$ cat src/rtl/drain_pkg.sv
// Shared constants and FSM state type for the systolic-array result drain engine.
package drain_pkg;

    localparam int PTR_W      = 14;
    localparam int DATA_W     = 8;
    localparam int FIFO_DEPTH = 4;

    typedef enum logic [1:0] {IDLE, RUN, FLUSH, DONE} drain_state_t;

endpackage

$ cat src/rtl/sa_result_drain_if.sv
// Valid/ready byte stream with a last-beat marker, between the drain engine and the host bridge.
interface sa_result_drain_if #(parameter int DATA_W = 8);

    logic              valid;
    logic [DATA_W-1:0] data;
    logic              last;
    logic              ready;

    modport master (output valid, output data, output last, input ready);
    modport slave  (input valid, input data, input last, output ready);

endinterface

$ cat src/rtl/drain_fifo.sv
// Small synchronous FIFO with occupancy output; the head entry is presented directly from flops.
module drain_fifo #(
    parameter int DEPTH = 4,
    parameter int WIDTH = 8
) (
    input  logic                     clk,
    input  logic                     rst_n,
    input  logic                     wr_en_i,
    input  logic [WIDTH-1:0]         wr_data_i,
    input  logic                     pop_i,
    output logic                     valid_o,
    output logic [WIDTH-1:0]         data_o,
    output logic [$clog2(DEPTH):0]   occupancy_o
);
    import drain_pkg::*;

    localparam int AW = $clog2(DEPTH);

    logic [WIDTH-1:0] mem_q [DEPTH];
    logic [AW-1:0]    wr_ptr_q, rd_ptr_q;
    logic [AW:0]      occ_q;
    logic             do_pop;

    assign do_pop = pop_i && (occ_q != '0);

    // NOTE: storage has no reset; emptiness is tracked by occ_q, so stale entries are never presented.
    always_ff @(posedge clk) begin
        if (wr_en_i) mem_q[wr_ptr_q] <= wr_data_i;
    end

    // NOTE: sequential state uses non-blocking assignments so every flop samples pre-edge values.
    always_ff @(posedge clk or negedge rst_n) begin
        if (!rst_n) begin
            wr_ptr_q <= '0;
            rd_ptr_q <= '0;
            occ_q    <= '0;
        end else begin
            if (wr_en_i) wr_ptr_q <= wr_ptr_q + 1'b1;
            if (do_pop)  rd_ptr_q <= rd_ptr_q + 1'b1;
            unique case ({wr_en_i, do_pop})
                2'b10:   occ_q <= occ_q + 1'b1;
                2'b01:   occ_q <= occ_q - 1'b1;
                default: occ_q <= occ_q;
            endcase
        end
    end

    assign valid_o     = (occ_q != '0);
    assign data_o      = valid_o ? mem_q[rd_ptr_q] : '0;
    assign occupancy_o = occ_q;

endmodule

$ cat src/rtl/sa_result_drain.sv
// Reads count bytes from the sa_data port and streams them out with backpressure and a last marker.
// Optional DRAIN_PERF_EN adds a saturating backpressure stall counter (stall_cnt_o).
module sa_result_drain #(
    parameter int PTR_W      = drain_pkg::PTR_W,
    parameter int DATA_W     = drain_pkg::DATA_W,
    parameter int FIFO_DEPTH = drain_pkg::FIFO_DEPTH
) (
    input  logic               clk,
    input  logic               rst_n,
    input  logic               start_i,
    input  logic [PTR_W-1:0]   base_ptr_i,
    input  logic [PTR_W:0]     count_i,
    output logic               rd_en_o,
    output logic [PTR_W-1:0]   rd_ptr_o,
    input  logic [DATA_W-1:0]  rd_data_i,
    sa_result_drain_if.master  m_axis,
    output logic               busy_o,
    output logic               done_o
`ifdef DRAIN_PERF_EN
    ,
    output logic [15:0]        stall_cnt_o
`endif
);
    import drain_pkg::*;

    localparam int OCC_W = $clog2(FIFO_DEPTH) + 1;

    drain_state_t       state_q, state_d;
    logic [PTR_W-1:0]   ptr_q, ptr_d;
    logic [PTR_W:0]     issue_left_q, issue_left_d;
    logic [PTR_W:0]     beat_left_q, beat_left_d;
    logic               inflight_q;
    logic [OCC_W-1:0]   occupancy, pending;
    logic               fifo_valid, accept, credit, issue;
    logic [DATA_W-1:0]  fifo_data;

    drain_fifo #(.DEPTH(FIFO_DEPTH), .WIDTH(DATA_W)) u_fifo (
        .clk         (clk),
        .rst_n       (rst_n),
        .wr_en_i     (inflight_q),
        .wr_data_i   (rd_data_i),
        .pop_i       (m_axis.ready),
        .valid_o     (fifo_valid),
        .data_o      (fifo_data),
        .occupancy_o (occupancy)
    );

    // A read may only issue if its byte is guaranteed a free FIFO slot on return.
    assign pending = occupancy + OCC_W'(inflight_q);
    assign credit  = pending < OCC_W'(FIFO_DEPTH);
    assign accept  = fifo_valid && m_axis.ready;

    // NOTE: every always_comb output gets a default first so no path leaves it unassigned (no latches).
    always_comb begin
        state_d      = state_q;
        ptr_d        = ptr_q;
        issue_left_d = issue_left_q;
        beat_left_d  = accept ? beat_left_q - 1'b1 : beat_left_q;
        issue        = 1'b0;
        unique case (state_q)
            IDLE: begin
                if (start_i) begin
                    ptr_d        = base_ptr_i;
                    issue_left_d = count_i;
                    beat_left_d  = count_i;
                    state_d      = (count_i == '0) ? DONE : RUN;
                end
            end
            RUN: begin
                if (issue_left_q != '0 && credit) begin
                    issue        = 1'b1;
                    ptr_d        = ptr_q + 1'b1;
                    issue_left_d = issue_left_q - 1'b1;
                end
                if (issue_left_d == '0) state_d = FLUSH;
            end
            FLUSH: begin
                if (beat_left_d == '0) state_d = DONE;
            end
            DONE:    state_d = IDLE;
            default: state_d = IDLE;
        endcase
    end

    always_ff @(posedge clk or negedge rst_n) begin
        if (!rst_n) begin
            state_q      <= IDLE;
            ptr_q        <= '0;
            issue_left_q <= '0;
            beat_left_q  <= '0;
            inflight_q   <= 1'b0;
        end else begin
            state_q      <= state_d;
            ptr_q        <= ptr_d;
            issue_left_q <= issue_left_d;
            beat_left_q  <= beat_left_d;
            inflight_q   <= issue;
        end
    end

    assign rd_en_o      = issue;
    assign rd_ptr_o     = ptr_q;
    assign m_axis.valid = fifo_valid;
    assign m_axis.data  = fifo_data;
    assign m_axis.last  = fifo_valid && (beat_left_q == (PTR_W+1)'(1));
    assign busy_o       = (state_q == RUN) || (state_q == FLUSH);
    assign done_o       = (state_q == DONE);

`ifdef DRAIN_PERF_EN
    logic [15:0] stall_q;

    always_ff @(posedge clk or negedge rst_n) begin
        if (!rst_n) begin
            stall_q <= '0;
        end else if (state_q == IDLE && start_i) begin
            stall_q <= '0;
        end else if (busy_o && fifo_valid && !m_axis.ready && stall_q != 16'hFFFF) begin
            stall_q <= stall_q + 1'b1;
        end
    end

    assign stall_cnt_o = stall_q;
`endif

endmodule

$ cat src/flat_wrapper.sv
// flat-port wrapper written by rule: the top's interface ports become plain ports
module sa_result_drain_flat import drain_pkg::*;
#(
    parameter int PTR_W      = drain_pkg::PTR_W,
    parameter int DATA_W     = drain_pkg::DATA_W,
    parameter int FIFO_DEPTH = drain_pkg::FIFO_DEPTH
)
  (clk, rst_n, start_i, base_ptr_i, count_i, rd_en_o, rd_ptr_o, rd_data_i, busy_o, done_o, m_axis_valid, m_axis_data, m_axis_last, m_axis_ready);
  sa_result_drain_if #(.DATA_W(DATA_W)) m_axis_i ();
  input  logic clk;
  input  logic rst_n;
  input  logic start_i;
  input  logic [PTR_W-1:0] base_ptr_i;
  input  logic [PTR_W:0] count_i;
  output logic rd_en_o;
  output logic [PTR_W-1:0] rd_ptr_o;
  input  logic [DATA_W-1:0] rd_data_i;
  output logic busy_o;
  output logic done_o;
  output wire logic [$bits(m_axis_i.valid)-1:0] m_axis_valid;
  output wire logic [$bits(m_axis_i.data)-1:0] m_axis_data;
  output wire logic [$bits(m_axis_i.last)-1:0] m_axis_last;
  input wire logic [$bits(m_axis_i.ready)-1:0] m_axis_ready;
  assign m_axis_valid = m_axis_i.valid;
  assign m_axis_data = m_axis_i.data;
  assign m_axis_last = m_axis_i.last;
  assign m_axis_i.ready = m_axis_ready;
  sa_result_drain #(.PTR_W(PTR_W), .DATA_W(DATA_W), .FIFO_DEPTH(FIFO_DEPTH)) u_core (.clk(clk), .rst_n(rst_n), .start_i(start_i), .base_ptr_i(base_ptr_i), .count_i(count_i), .rd_en_o(rd_en_o), .rd_ptr_o(rd_ptr_o), .rd_data_i(rd_data_i), .m_axis(m_axis_i), .busy_o(busy_o), .done_o(done_o));
endmodule
$ cat config.mk
export PLATFORM = sky130hd
export DESIGN_NAME = sa_result_drain_flat
export DESIGN_NICKNAME = d
export VERILOG_FILES = /design/src/rtl/drain_pkg.sv /design/src/rtl/sa_result_drain_if.sv /design/src/rtl/drain_fifo.sv /design/src/rtl/sa_result_drain.sv /design/src/flat_wrapper.sv
export SDC_FILE = /design/constraint.sdc
export NUM_CORES = 1
export LEC_CHECK = 0
export CORE_MARGIN = 2
export CORE_UTILIZATION = 50
export CTS_CLUSTER_DIAMETER = 100
export DETAILED_ROUTE_END_ITERATION = 6
export HOLD_SLACK_MARGIN = 0.12
export PLACE_DENSITY = 0.87
export SKIP_CTS_REPAIR_TIMING = 1
export SYNTH_ARGS = -nofsm -noshare
export SYNTH_HDL_FRONTEND = slang
export SYNTH_SLANG_ARGS = --single-unit
$ cat constraint.sdc
create_clock -name clk -period 2.4 [get_ports clk]
set_clock_uncertainty 0.1 [all_clocks]
set_input_delay 0.24 -clock clk [delete_from_list [all_inputs] [get_ports clk]]
set_output_delay 0.24 -clock clk [all_outputs]
set_load 0.05 [all_outputs]
==> results of run 1 <==
-- registers in the layout, indices dropped and copies added (netlist names) --
name and count:
u_core.state_q 2, u_core.u_fifo.occupancy_o 3, u_core.beat_left_q 15, u_core.inflight_q 1
u_core.u_fifo.mem_q 32, u_core.rd_ptr_o 14, u_core.u_fifo.rd_ptr_q 2, u_core.u_fifo.wr_ptr_q 2
u_core.issue_left_q 15
-- area by class of cell --
cell class	instances	area (um^2)	area share
clock inverters	6	92.6	0.0142
multi-input cells	387	2610	0.400
flip-flops and latches	86	2310	0.355
clock buffers	10	128	0.0196
well taps	133	166	0.0256
repair buffers	127	1130	0.173
inverters	20	77.6	0.0119
-- worst reg2reg max path: cells and delay by family (launching register included) --
family / cells / cell delay, ns
buffers and inverters: 1 / 0.10
adder cells (fa/ha/maj): 1 / 0.16
AO/OA/AOI/OAI: 5 / 1.03
flip-flops: 1 / 0.41
AND/OR/NAND/NOR: 2 / 0.61
-- worst paths after layout --
check	from	endpoint	slack (ns)	cells after the start
min in group clk	base_ptr_i[0]	u_core.rd_ptr_o[0]	0.42	3
worst min register to register	u_core.u_fifo.wr_ptr_q[0]	u_core.u_fifo.wr_ptr_q[0]	0.44	1
worst min-delay path	rst_n	u_core.issue_left_q[3]	0.35	2
max in group asynchronous	rst_n	u_core.beat_left_q[9]	1.18	3
worst max register to register	u_core.issue_left_q[1]	u_core.state_q[1]	-0.07	9
worst max-delay path	u_core.issue_left_q[1]	rd_en_o	-0.08	7
-- cell families (layout without fill, tap and decap cells) --
kind of cell	after synthesis	in the layout	share of synthesized area
compound gates	132	132	0.160
xor+xnor	23	23	0.0396
flops	86	86	0.455
simple gates	200	200	0.203
mux	17	17	0.0532
fa+ha+maj	15	15	0.0384
buf+inv	54	163	0.0507
-- metal layers --
layer  global-route usage  wire (um)
met3               0.0349        805
met5                    0          0
met2                0.411       6830
met4               0.0981        302
met1                0.316       5340
-- cells in the mapped netlist, types with 6 or more instances --
cell / n / share of area
nand2_1: 46 / 0.034
nor3_1: 12 / 0.012
buf_2: 6 / 0.0059
ha_1: 14 / 0.034
o21ai_0: 18 / 0.018
nor2_1: 62 / 0.046
clkbuf_1: 19 / 0.014
dfrtp_1: 54 / 0.27
and2_1: 6 / 0.0074
inv_1: 19 / 0.014
nor4_1: 9 / 0.011
xnor2_1: 14 / 0.024
xor2_1: 9 / 0.016
mux4_2: 8 / 0.035
a21oi_1: 63 / 0.062
o22ai_1: 24 / 0.030
edfxtp_1: 32 / 0.19
or4_1: 6 / 0.0089
nor2b_1: 9 / 0.011
nand3_1: 15 / 0.015
mux2i_1: 9 / 0.018
-- report_power, final --
group	internal [mW]	total (mW)	switching, mW
logic	2.06	5.09	3.03
clock network	0.594	1.14	0.548
registers	2.03	2.65	0.623
-- layout by cell type (no fill, tap or decap), drive strengths merged, types with 3 or more instances in the layout --
master         instances
edfxtp                32
a21oi                 64
mux2i                  9
dfrtp                 54
clkbuf                10
and3                   3
a31oi                  4
o21ai                 18
nor4                  11
o31ai                  3
xnor2                 14
xor2                   9
clkdlybuf4s50         55
nor3                  13
nor4b                  5
or3                    3
inv                   22
nand3                 15
o22ai                 24
nand2                 46
nor2                  62
and2                   6
and4                   3
mux4                   8
ha                    14
nand4                  5
or4                    7
buf                   71
nor2b                  9
==> reports/qor.yml, run 1 <==
status: "finished, violations left"
hp-class: "input pin to asynchronous set/reset pin"
cts.path.max_buffers: 2
path_cells: "inv_2, ha_2, nor4b_4, nand4_4, nand2_1, nor2_1, buf_12"
post-route-util: 0.663
dpl_cell_area_um2: 6150
syn-num-nets: 583
path_class: "flip-flop to output port"
worst_slew_pin_slew_ns: 0.696
period_minus_slack_ns: 2.48
start_util: 0.517
rows: 36
dp_hpwl_mm: 9.58
drc: 0
io_pins: 68
finalPower_mw: 8.89
peakVddDrop_mv: 1.14
end_kind: "output port"
cts_tree: "done"
setup-tns-final_ns: -0.179
start_kind: "flip-flop"
crit_fanout: 8
grt_pass1_wl_mm: 21.6
cp.buffers_inverters: 2
root_buffer: "clkbuf_8"
grt_pass1_vias: 4457
timing.fmax_ghz: 0.403
ys_types: 64
async_flop_share: 0.628
synth_ff_type: "dfrtp_1"
relSlewSlack: 0.536
drive_gt1_frac: 0.198
vias_per_cell: 5.98
grt-ovfl-total: 0
fin_cells: 769
core_region_area_um2: 9820
syn_area_um2: 5080
die_w_um: 105
finalNetCount: 687
synth_edf_count: 32
max_stage_delay_ns: 0.41
dp_cells: 747
final_max_slew_viol_count: 0
netlist_instances: 527
clkSlewWorstSetupHoldPaths_ns: 0.09
yosys_warnings: 0
die_h_um: 105
postRouteAntennaNets: 0
vias: 4599
synth_seq_cells: 86
numCtsBuffers: 9
final_area_um2: 6510
diodes: 0
drtPass1Iterations: 6
htreeDepth: 3
grt_max_degree: 34
clk_latency_ns: 0.36
violations: "setup timing"
place_congestion: 0.960
cts.sinks: 86
cp_top_family: "simple AND/OR/NAND/NOR gates"
cp.arrival_ns: 2.14
fin_ws_ns: -0.0807
syn_to_final_growth_pct: 28.2
dp_worst_setup_slack_ns: -0.169
rsz0062_at_grt: "true"
setup_viol: 3
dr.first_iter.drc_count: 360
maxCapViolCount: 0
powerDensity_nw_per_um2: 1360
hold-worst-slack_ns: 0.352
antenna_found_initial: 0
syn_area_per_cell_um2: 9.64
routed_wl_mm: 13.3
leakagePower_nw: 2.46
wl_per_cell_um: 17.3
fin_crit_sh: 1.03
finalHoldViolCount: 0
n_fill_cell: 759
synth_seq_area_share: 0.455
grt_usage: 0.244
die_area_um2: 11000
cp.required_ns: 2.06
cp_slowest_cell: "dfrtp_1"
io_buffers: 67
(Power assumes the default switching activity.)
==> inputs of run 2 (changes only) <==
--- a/config.mk
+++ b/config.mk
@@ -10,8 +10,9 @@
 export CTS_CLUSTER_DIAMETER = 100
 export DETAILED_ROUTE_END_ITERATION = 6
 export HOLD_SLACK_MARGIN = 0.12
-export PLACE_DENSITY = 0.87
+export PLACE_DENSITY = 0.88
 export SKIP_CTS_REPAIR_TIMING = 1
 export SYNTH_ARGS = -nofsm -noshare
 export SYNTH_HDL_FRONTEND = slang
+export SYNTH_HIERARCHICAL = 1
 export SYNTH_SLANG_ARGS = --single-unit
==> reports/qor.yml, run 2 <==
layout_commonest_cell: "buf_4"
cts.sinks: 86
yosys.area.top_type_share: 0.285
grt-ovfl-total: 0
dpl_cell_area_um2: 6050
n_fill_cell: 637
syn-num-nets: 524
timing.fmax_ghz: 0.325
synth_top_family_by_area: "simple AND/OR/NAND/NOR gates"
async_flop_share: 0.628
cts_tree: "done"
final_area_um2: 6410
core_region_area_um2: 9240
fin_cells: 732
netlist_instances: 468
dp_hpwl_mm: 9.24
routed_wl_mm: 12.7
grt_pass1_vias: 4212
root_buffer: "clkbuf_8"
numCtsBuffers: 9
synth_seq_area_share: 0.487
postRouteAntennaNets: 0
dr.first_iter.drc_count: 345
setup-tns-final_ns: -1.85
multiInputGateArea_um2: 2440
leakagePower_nw: 2.50
yosysMostFrequentCell: "dfrtp_1"
relSlewSlack: 0.528
vias: 4300
rsz0062_at_grt: "true"
synth_seq_cells: 86
cp.arrival_ns: 3.26
rows: 35
drc: 0
diodes: 0
yosys_warnings: 6
finalHoldViolCount: 0
setup_viol: 6
cts.path.max_buffers: 2
synth_ff_type: "dfrtp_1"
hp-class: "input pin to asynchronous set/reset pin"
finalNetCount: 654
largest_reg_flops: 32
grt_pass1_wl_mm: 20.3
maxCapViolCount: 0
worst_slew_pin_slew_ns: 0.706
drive_gt1_frac: 0.240
syn_area_per_cell_um2: 10.1
die_area_um2: 10300
clkSlewWorstSetupHoldPaths_ns: 0.10
die_h_um: 101
synth-compound-area-share: 0.152
powerDensity_nw_per_um2: 1420
seqCellArea_um2: 2310
final_cell_mix: "73 x buf_4, 54 x clkdlybuf4s50_1, 53 x dfrtp_1"
peakVddDrop_mv: 0.853
fin_crit_sh: 1.28
synth_xor_area_frac: 0.0406
ys_types: 55
top_regs: "u_core/u_fifo/mem_q: 32 flops, u_core/beat_left_q: 15 flops, u_core/issue_left_q: 15 flops"
drtPass1Iterations: 5
dp_worst_setup_slack_ns: -0.543
io_pins: 68
final_max_slew_viol_count: 0
end_kind: "flip-flop"
synth_top_area_cell: "dfrtp_1"
cp.required_ns: 2.59
finalPower_mw: 9.08
place_congestion: 0.944
period_minus_slack_ns: 3.07
syn_to_final_growth_pct: 35.1
status: "finished, violations left"
start_util: 0.514
dp_cells: 709
htreeDepth: 3
regMostFlops: "u_core/u_fifo/mem_q"
syn_area_um2: 4750
synth_commonest_cells: "54 x dfrtp_1, 45 x nor2_1, 41 x a21oi_1"
path_class: "flip-flop to flip-flop"
die_w_um: 101
antenna_found_initial: 0
grt_max_degree: 39
wl_per_cell_um: 17.3
violations: "setup timing"
grt_usage: 0.252
vias_per_cell: 5.87
synth_edf_count: 32
clk_latency_ns: 0.36
start_kind: "flip-flop"
synthMuxAreaShare: 0.0604
crit_fanout: 2
synth_area_leaders: "dfrtp_1 28%, edfxtp_1 20%, a21oi_1 4.3%, mux4_2 3.8%, ha_1 3.7%"
fin_ws_ns: -0.674
synthSimpleGateAreaFrac: 0.186
io_buffers: 67
synthAdderAreaFrac: 0.0411
==> run 2: cell type report <==
type	count	share of cell area
flip-flops and latches	86	0.361
clock buffers	9	0.0193
inverters	18	0.0109
multi-input cells	346	0.380
clock inverters	7	0.0115
well taps	129	0.0252
repair buffers	137	0.192
==> run 2: kinds of logic after synthesis <==
logic type,after synthesis
AOI/OAI and AO/OA,119
xor gates and xnor gates,22
adders and majority gates,15
buffers and inverters,36
DFF,86
muxes,18
and+or+nand+nor,172
==> run 2: per-layer routing <==
metal  vias to the layer above  global-route usage  part of all wire
met5                         -                   0                 0
met4                         0              0.0852             0.024
met3                        32              0.0462             0.063
met2                       213               0.427              0.49
met1                      2069               0.326              0.42
li1                       1986                   -                 -
==> run 2: where the power goes <==
part           internal, mW  total, mW  switching [mW]
registers              2.08       2.66           0.580
clock network         0.412       1.01           0.601
logic                  2.30       5.41            3.11
total                  4.79       9.08            4.29
==> run 2: final timing paths <==
kind,startpoint,endpoint,slack (ns),depth (start not counted)
max,u_core/issue_left_q[1],u_core/state_q[1],-0.67,8
min,rst_n,u_core/rd_ptr_o[13],0.32,2
max reg2reg,u_core/issue_left_q[1],u_core/state_q[1],-0.67,8
min reg2reg,u_core/u_fifo/wr_ptr_q[0],u_core/u_fifo/wr_ptr_q[0],0.45,1
max in group asynchronous,rst_n,u_core/beat_left_q[11],1.30,3
min in group clk,base_ptr_i[2],u_core/rd_ptr_o[2],0.38,3
==> run 2: worst max-delay path, stage by stage (launching register included) <==
cell and delay [ns]:
dfrtp_1 0.41, or4_4 0.55, nor4_2 0.15, nand3_1 0.16
or3_4 0.37, o31a_1 0.28, o41a_1 0.47, a221oi_2 0.27
mux2i_1 0.25
==> run 2: per-stage QoR <==
step,hold WS [ns],util
2_1_floorplan,-0.156,-
3_3_place_gp,0.195,0.655
3_5_place_dp,0.196,0.655
4_1_cts,-0.202,0.676
5_1_grt,0.378,0.694
6_report,0.324,0.694
